## src/rtl/axilite_reg_pkg.sv

```systemverilog
// Shared definitions for the AXI4-Lite control/status register slave:
// response codes, register offsets, decode selects and FSM encodings.
package axilite_reg_pkg;

  localparam logic [1:0] RESP_OKAY   = 2'b00;
  localparam logic [1:0] RESP_DECERR = 2'b11;

  localparam int unsigned OFF_CTRL    = 32'h00;
  localparam int unsigned OFF_STATUS  = 32'h04;
  localparam int unsigned OFF_COUNT   = 32'h08;
  localparam int unsigned OFF_ISR     = 32'h0C;
  localparam int unsigned OFF_IER     = 32'h10;
  localparam int unsigned OFF_SCRATCH = 32'h20;

  // CTRL[1] is a write-1 strobe that clears COUNT and is never stored.
  localparam logic [31:0] CTRL_SELFCLR_MASK = 32'h0000_0002;

  typedef enum logic [2:0] {
    SEL_NONE,
    SEL_CTRL,
    SEL_STATUS,
    SEL_COUNT,
    SEL_ISR,
    SEL_IER,
    SEL_SCRATCH
  } regSelT;

  typedef enum logic [2:0] {
    W_RESET,
    W_IDLE,
    W_WAIT_D,
    W_WAIT_A,
    W_RESP
  } wrStateT;

  typedef enum logic [1:0] {
    R_RESET,
    R_IDLE,
    R_DATA
  } rdStateT;

  // Expands the four byte enables into a 32-bit bit mask.
  function automatic logic [31:0] strbMask(input logic [3:0] strb);
    return {{8{strb[3]}}, {8{strb[2]}}, {8{strb[1]}}, {8{strb[0]}}};
  endfunction

endpackage

```

## src/rtl/axilite_reg_decode.sv

```systemverilog
// Combinational address decoder shared by the read and write paths.
// The low two address bits are ignored; anything off the map is DECERR.
module axilite_reg_decode
  import axilite_reg_pkg::*;
#(
  parameter int ADDR_W      = 16,
  parameter int NUM_SCRATCH = 4
) (
  input  logic [ADDR_W-1:0] addr_i,
  output regSelT            sel_o,
  output logic [2:0]        scratchIdx_o,
  output logic              decerr_o
);

  localparam int unsigned SCRATCH_END = OFF_SCRATCH + 4 * unsigned'(NUM_SCRATCH);

  logic [ADDR_W-1:0] wordAddr;

  assign wordAddr = addr_i & ~ADDR_W'(3);

  // Map the word address onto a register select and scratch index.
  always_comb begin
    sel_o        = SEL_NONE;
    scratchIdx_o = 3'd0;
    if (wordAddr == ADDR_W'(OFF_CTRL)) begin
      sel_o = SEL_CTRL;
    end else if (wordAddr == ADDR_W'(OFF_STATUS)) begin
      sel_o = SEL_STATUS;
    end else if (wordAddr == ADDR_W'(OFF_COUNT)) begin
      sel_o = SEL_COUNT;
    end else if (wordAddr == ADDR_W'(OFF_ISR)) begin
      sel_o = SEL_ISR;
    end else if (wordAddr == ADDR_W'(OFF_IER)) begin
      sel_o = SEL_IER;
    end else if ((wordAddr >= ADDR_W'(OFF_SCRATCH)) && (wordAddr < ADDR_W'(SCRATCH_END))) begin
      sel_o        = SEL_SCRATCH;
      scratchIdx_o = wordAddr[4:2];
    end
  end

  assign decerr_o = (sel_o == SEL_NONE);

endmodule

```

## src/rtl/axilite_reg_slave.sv

```systemverilog
// AXI4-Lite register slave: CTRL, live STATUS, cycle COUNT, sticky ISR
// with IER mask and a small bank of scratch words. AW and W are accepted
// independently; reads are answered from a registered R channel.
module axilite_reg_slave
  import axilite_reg_pkg::*;
#(
  parameter int ADDR_W      = 16,
  parameter int NUM_SCRATCH = 4,
  parameter int IRQ_W       = 8
) (
  input  logic              clk,
  input  logic              resetn,
  input  logic              s_axi_awvalid,
  output logic              s_axi_awready,
  input  logic [ADDR_W-1:0] s_axi_awaddr,
  input  logic              s_axi_wvalid,
  output logic              s_axi_wready,
  input  logic [31:0]       s_axi_wdata,
  input  logic [3:0]        s_axi_wstrb,
  output logic              s_axi_bvalid,
  input  logic              s_axi_bready,
  output logic [1:0]        s_axi_bresp,
  input  logic              s_axi_arvalid,
  output logic              s_axi_arready,
  input  logic [ADDR_W-1:0] s_axi_araddr,
  output logic              s_axi_rvalid,
  input  logic              s_axi_rready,
  output logic [31:0]       s_axi_rdata,
  output logic [1:0]        s_axi_rresp,
  output logic [31:0]       ctrl_out,
  input  logic [31:0]       status_in,
  input  logic [IRQ_W-1:0]  irq_in,
  output logic              irq_out
);

  wrStateT           wState_q, wState_d;
  rdStateT           rState_q, rState_d;
  logic [ADDR_W-1:0] awaddr_q, awaddr_d;
  logic [31:0]       wdata_q, wdata_d;
  logic [3:0]        wstrb_q, wstrb_d;
  logic [1:0]        bresp_q, bresp_d;
  logic [31:0]       rdata_q, rdata_d;
  logic [1:0]        rresp_q, rresp_d;
  logic [31:0]       ctrl_q, ctrl_d;
  logic [31:0]       count_q, count_d;
  logic [IRQ_W-1:0]  isr_q, isr_d;
  logic [IRQ_W-1:0]  ier_q, ier_d;
  logic [31:0]       scratch_q [NUM_SCRATCH];
  logic [31:0]       scratch_d [NUM_SCRATCH];
  logic              irq_q;

  logic              commit;
  logic [ADDR_W-1:0] cAddr;
  logic [31:0]       cData;
  logic [3:0]        cStrb;
  logic [31:0]       wMask;
  logic              wrEn;
  logic              countClr;
  logic [IRQ_W-1:0]  isrClr;
  logic [31:0]       rdMux;

  regSelT            wSel, rSel;
  logic [2:0]        wScrIdx, rScrIdx;
  logic              wDecerr, rDecerr;

  axilite_reg_decode #(.ADDR_W(ADDR_W), .NUM_SCRATCH(NUM_SCRATCH)) uWrDecode (
    .addr_i       (cAddr),
    .sel_o        (wSel),
    .scratchIdx_o (wScrIdx),
    .decerr_o     (wDecerr)
  );

  axilite_reg_decode #(.ADDR_W(ADDR_W), .NUM_SCRATCH(NUM_SCRATCH)) uRdDecode (
    .addr_i       (s_axi_araddr),
    .sel_o        (rSel),
    .scratchIdx_o (rScrIdx),
    .decerr_o     (rDecerr)
  );

  // Write FSM: collect AW and W in either order, commit on the last one.
  always_comb begin
    wState_d = wState_q;
    awaddr_d = awaddr_q;
    wdata_d  = wdata_q;
    wstrb_d  = wstrb_q;
    bresp_d  = bresp_q;
    commit   = 1'b0;
    cAddr    = awaddr_q;
    cData    = wdata_q;
    cStrb    = wstrb_q;
    case (wState_q)
      W_RESET: wState_d = W_IDLE;
      W_IDLE: begin
        if (s_axi_awvalid && s_axi_wvalid) begin
          commit   = 1'b1;
          cAddr    = s_axi_awaddr;
          cData    = s_axi_wdata;
          cStrb    = s_axi_wstrb;
          wState_d = W_RESP;
        end else if (s_axi_awvalid) begin
          awaddr_d = s_axi_awaddr;
          wState_d = W_WAIT_D;
        end else if (s_axi_wvalid) begin
          wdata_d  = s_axi_wdata;
          wstrb_d  = s_axi_wstrb;
          wState_d = W_WAIT_A;
        end
      end
      W_WAIT_D: begin
        if (s_axi_wvalid) begin
          commit   = 1'b1;
          cData    = s_axi_wdata;
          cStrb    = s_axi_wstrb;
          wState_d = W_RESP;
        end
      end
      W_WAIT_A: begin
        if (s_axi_awvalid) begin
          commit   = 1'b1;
          cAddr    = s_axi_awaddr;
          wState_d = W_RESP;
        end
      end
      W_RESP: if (s_axi_bready) wState_d = W_IDLE;
      default: wState_d = W_RESET;
    endcase
    if (commit) bresp_d = wDecerr ? RESP_DECERR : RESP_OKAY;
  end

  assign wMask = strbMask(cStrb);
  assign wrEn  = commit && !wDecerr;

  // Register bank next state: byte-masked writes, W1C ISR, COUNT clear/run.
  always_comb begin
    ctrl_d    = ctrl_q;
    ier_d     = ier_q;
    scratch_d = scratch_q;
    isrClr    = '0;
    countClr  = 1'b0;
    if (wrEn) begin
      case (wSel)
        SEL_CTRL: begin
          ctrl_d   = ((ctrl_q & ~wMask) | (cData & wMask)) & ~CTRL_SELFCLR_MASK;
          countClr = cStrb[0] & cData[1];
        end
        SEL_ISR: isrClr = IRQ_W'(cData & wMask);
        SEL_IER: ier_d  = IRQ_W'((32'(ier_q) & ~wMask) | (cData & wMask));
        SEL_SCRATCH: begin
          for (int n = 0; n < NUM_SCRATCH; n++) begin
            if (wScrIdx == 3'(n)) scratch_d[n] = (scratch_q[n] & ~wMask) | (cData & wMask);
          end
        end
        default: ;
      endcase
    end
    if (countClr) begin
      count_d = '0;
    end else if (ctrl_q[0]) begin
      count_d = count_q + 32'd1;
    end else begin
      count_d = count_q;
    end
    isr_d = (isr_q & ~isrClr) | irq_in;
  end

  // Read data mux, evaluated from pre-edge register values.
  always_comb begin
    rdMux = '0;
    case (rSel)
      SEL_CTRL:   rdMux = ctrl_q;
      SEL_STATUS: rdMux = status_in;
      SEL_COUNT:  rdMux = count_q;
      SEL_ISR:    rdMux = 32'(isr_q);
      SEL_IER:    rdMux = 32'(ier_q);
      SEL_SCRATCH: begin
        for (int n = 0; n < NUM_SCRATCH; n++) begin
          if (rScrIdx == 3'(n)) rdMux = scratch_q[n];
        end
      end
      default: rdMux = '0;
    endcase
  end

  // Read FSM: capture data and response on the AR handshake, hold until rready.
  always_comb begin
    rState_d = rState_q;
    rdata_d  = rdata_q;
    rresp_d  = rresp_q;
    case (rState_q)
      R_RESET: rState_d = R_IDLE;
      R_IDLE: begin
        if (s_axi_arvalid) begin
          rdata_d  = rdMux;
          rresp_d  = rDecerr ? RESP_DECERR : RESP_OKAY;
          rState_d = R_DATA;
        end
      end
      R_DATA: if (s_axi_rready) rState_d = R_IDLE;
      default: rState_d = R_RESET;
    endcase
  end

  // State and register flops; reset drops both FSMs back to their RESET state.
  always_ff @(posedge clk or negedge resetn) begin
    if (!resetn) begin
      wState_q  <= W_RESET;
      rState_q  <= R_RESET;
      awaddr_q  <= '0;
      wdata_q   <= '0;
      wstrb_q   <= '0;
      bresp_q   <= RESP_OKAY;
      rdata_q   <= '0;
      rresp_q   <= RESP_OKAY;
      ctrl_q    <= '0;
      count_q   <= '0;
      isr_q     <= '0;
      ier_q     <= '0;
      scratch_q <= '{default: '0};
      irq_q     <= 1'b0;
    end else begin
      wState_q  <= wState_d;
      rState_q  <= rState_d;
      awaddr_q  <= awaddr_d;
      wdata_q   <= wdata_d;
      wstrb_q   <= wstrb_d;
      bresp_q   <= bresp_d;
      rdata_q   <= rdata_d;
      rresp_q   <= rresp_d;
      ctrl_q    <= ctrl_d;
      count_q   <= count_d;
      isr_q     <= isr_d;
      ier_q     <= ier_d;
      scratch_q <= scratch_d;
      irq_q     <= |(isr_q & ier_q);
    end
  end

  assign s_axi_awready = (wState_q == W_IDLE) || (wState_q == W_WAIT_A);
  assign s_axi_wready  = (wState_q == W_IDLE) || (wState_q == W_WAIT_D);
  assign s_axi_bvalid  = (wState_q == W_RESP);
  assign s_axi_bresp   = bresp_q;
  assign s_axi_arready = (rState_q == R_IDLE);
  assign s_axi_rvalid  = (rState_q == R_DATA);
  assign s_axi_rdata   = rdata_q;
  assign s_axi_rresp   = rresp_q;
  assign ctrl_out      = ctrl_q;
  assign irq_out       = irq_q;

endmodule

```

## config.mk

```make
export PLATFORM = sky130hd
export DESIGN_NAME = axilite_reg_slave
export DESIGN_NICKNAME = d
export VERILOG_FILES = /design/src/rtl/axilite_reg_pkg.sv /design/src/rtl/axilite_reg_decode.sv /design/src/rtl/axilite_reg_slave.sv
export SDC_FILE = /design/constraint.sdc
export NUM_CORES = 1
export LEC_CHECK = 0
export CAP_MARGIN = 0
export CORE_MARGIN = 8
export CORE_UTILIZATION = 40
export CTS_BUF_LIST = sky130_fd_sc_hd__clkbuf_8
export DETAILED_ROUTE_END_ITERATION = 10
export HOLD_SLACK_MARGIN = 0.02
export PLACE_DENSITY = 0.67
export SETUP_SLACK_MARGIN = 0.1
export SLEW_MARGIN = 20
export SYNTH_ARGS = -nofsm -noshare
export SYNTH_HDL_FRONTEND = slang
export SYNTH_SLANG_ARGS = --single-unit
```

## constraint.sdc

```tcl
create_clock -name clk -period 6.2 [get_ports clk]
set_clock_uncertainty 0.2 [all_clocks]
set_input_delay 1.55 -clock clk [delete_from_list [all_inputs] [get_ports clk]]
set_output_delay 1.55 -clock clk [all_outputs]
set_load 0.05 [all_outputs]
```

==> metrics.txt <==
Routed WL per cell=between 20 and 25 µm; largest net degree at the start of global routing=123; min-delay worst type=reg2reg; initial drt markers=slightly above 700; Synthesized Nets=around 1,200; Avg Cell Area, Syn=roughly 13 µm²; area grow syn2layout=23.1%; Nets=roughly 1,400; routed via count=around 10,000; vias in the first global route=around 11,000; Max VDD drop=between 0.15 and 0.2 mV; # Post-CTS Setup Buffers=0; H-Tree Depth=2; GPL Wtd Cong=approximately 0.84; CP Data Arrival Time=4.88 ns; GRT overflow=0; RSZ-0062 raised after global routing=no; Die H=205 µm; cell area after synthesis=roughly 14,000 µm²; final hold vios=0; top cells by area, synth=dfrtp_1 52%, mux2_2 18%, mux2_4 2.5%; sequential area share after synthesis=between 50% and 60%; Initial Util=between 40 and 50%; Clock Latency Late Sink=0.58 ns; HPWL after DPL=28,000 µm; drt pass-1 iters=6; deepest clock path buffer count=3; initial antenna violation count=0; first-pass GRT wire length=~63,000 µm; DRC viols=0; crit start category=primary input; die area=roughly 42,000 µm²; Power Density=approximately 350 nW/µm²; number of synthesized flops with an enable pin=0; status=complete, no violations; CTS root buf=clkbuf_8; Resized cells post-CTS=0; Post-DRT Antenna Nets=0; Row Count=between 60 and 70; share of layout cells above drive strength 1=29.1%; YS warnings=0; fin. max-slew vios=0; Cell variety after synth=76; Async S/R FF share, synth=100%; Primary FF master, synth=dfrtp_1; CORE AREA=35,300 µm²; Pleak=~7.6 nW; crit path kind=in2reg; Placed Area=about 16,000 µm²; Hold Slack=0.283 ns; CP endpoint kind=flop; Final TNS setup=0 ns; top cell type by total area after synthesis=dfrtp_1; final setup violation count=0; Worst EP required=6.47 ns; synthesized instance count=around 1,100; CTS buffer count=51; DIE WIDTH=between 200 and 250 µm; via density per instance=5.55; # hold bufs at CTS=0; GRT Total Usage=19.1%; CTS Sinks=297; PortBufs=approximately 180; Final min period=approximately 4.6 ns; Worst Max-Slew Pin Slew=roughly 0.96 ns; max frequency=between 0.2 and 0.25 GHz; post-route cell area=approximately 17,000 µm²; max cap viols=0; top-area cell type share of the netlist area=a little over half; highest net fanout along the worst path=15; WL final=a little under 40,000 µm; CTS tree=built; post-route clock period utilization=74.3%; num ports=about 190; Clock transition at path regs=about 0.06 ns; post-synthesis register bit count=~300; n_diodes=0; relative slew slack=between 30% and 40%; Tot Pwr=slightly above 6 mW
==> worst max-delay path: stages <==
cell	delay, ns
clkdlybuf4s50_1	0.41
nor4_1	0.62
nand3_1	0.47
nor2b_1	0.53
a21o_1	0.58
buf_4	0.36
o221ai_1	0.20
o211ai_1	0.17
==> through the flow <==
step	setup slack (ns)	instances	utilization, %
final	1.59	1803	49.5
after global routing	1.40	1803	49.5
after CTS	1.70	1803	49.5
after detailed placement	1.09	1717	46.7
after global placement	1.15	1717	46.7
after floorplan	2.52	1115	-
==> layout by cell type, fill, tap and decap left out, types with 7 or more instances in the layout <==
cell type	Yosys	routed
nand3_1	22	22
o221ai_1	24	24
nor3_1	11	11
o21ai_0	7	7
o211ai_1	25	25
dfrtp_1	297	297
a21oi_1	40	40
nand2_1	59	59
a222oi_1	26	26
nor2_4	10	10
mux2_4	24	24
nand4_1	9	9
mux2i_1	31	31
inv_1	7	22
buf_4	11	17
xnor2_1	25	25
nand2b_1	8	8
a21o_1	14	14
mux2_2	230	230
nor4_1	7	7
clkdlybuf4s50_1	0	180
nor2_2	7	8
a22oi_1	8	8
nor2_1	61	60
clkbuf_8	0	62
and3_1	10	10
==> per-layer routing <==
layer	vias up	global-route usage, %	share of wire, %
li1	4549	-	-
met1	5057	25.9	45
met2	340	30.0	45
met3	58	4.54	7.7
met4	0	5.58	2.2
met5	-	0	0
==> kinds of logic after synthesis <==
group | Yosys count | share of synthesized area [%]
flip-flops | 297 | 52.3
AO/OA/AOI/OAI | 180 | 10.0
multiplexers | 291 | 23.9
other | 1 | 0.0264
AND/OR/NAND/NOR | 247 | 9.38
adder cells (fa/ha/maj) | 1 | 0.0880
buffers and inverters | 67 | 2.39
XOR/XNOR | 31 | 1.91
==> where the power goes <==
group | leakage (nW) | switching (mW) | total, mW | internal, mW
sequential | 3.85 | 0.300 | 2.57 | 2.27
combinational | 3.18 | 1.00 | 1.74 | 0.737
clock | 0.576 | 0.784 | 1.77 | 0.982
==> final cells by class <==
class	instances	area, µm²
tap	461	577
clock buffer	62	853
sequential	297	7430
fill	3170	17800
timing repair buffer	201	1970
multi-input combinational	751	6470
clock inverter	24	163
inverter	7	26.3
==> cells in the mapped netlist, drive strengths merged (12+ instances only) <==
cell	instances
nor3	12
nand3	22
a21oi	41
dfrtp	297
a222oi	26
nor2	78
o221ai	24
mux2	254
o211ai	25
clkbuf	27
xnor2	25
nand2	60
mux2i	31
a21o	14
buf	33
==> path summary, 6_finish.rpt <==
check / to / slack, ns / cells after the start / startpoint
worst max-delay path: s_axi_rdata[19] / 1.59 / 8 / s_axi_araddr[13]
worst min-delay path: s_axi_rdata[31] / 0.28 / 1 / s_axi_rdata[31]
worst max register to register: flop / 2.84 / 6 / wState_q[2]
worst min register to register: s_axi_rdata[31] / 0.28 / 1 / s_axi_rdata[31]
max in group asynchronous: awaddr_q[3] / 3.77 / 2 / resetn
min in group asynchronous: wdata_q[25] / 0.88 / 1 / resetn
No activity file was read; power rests on OpenSTA's default activity.
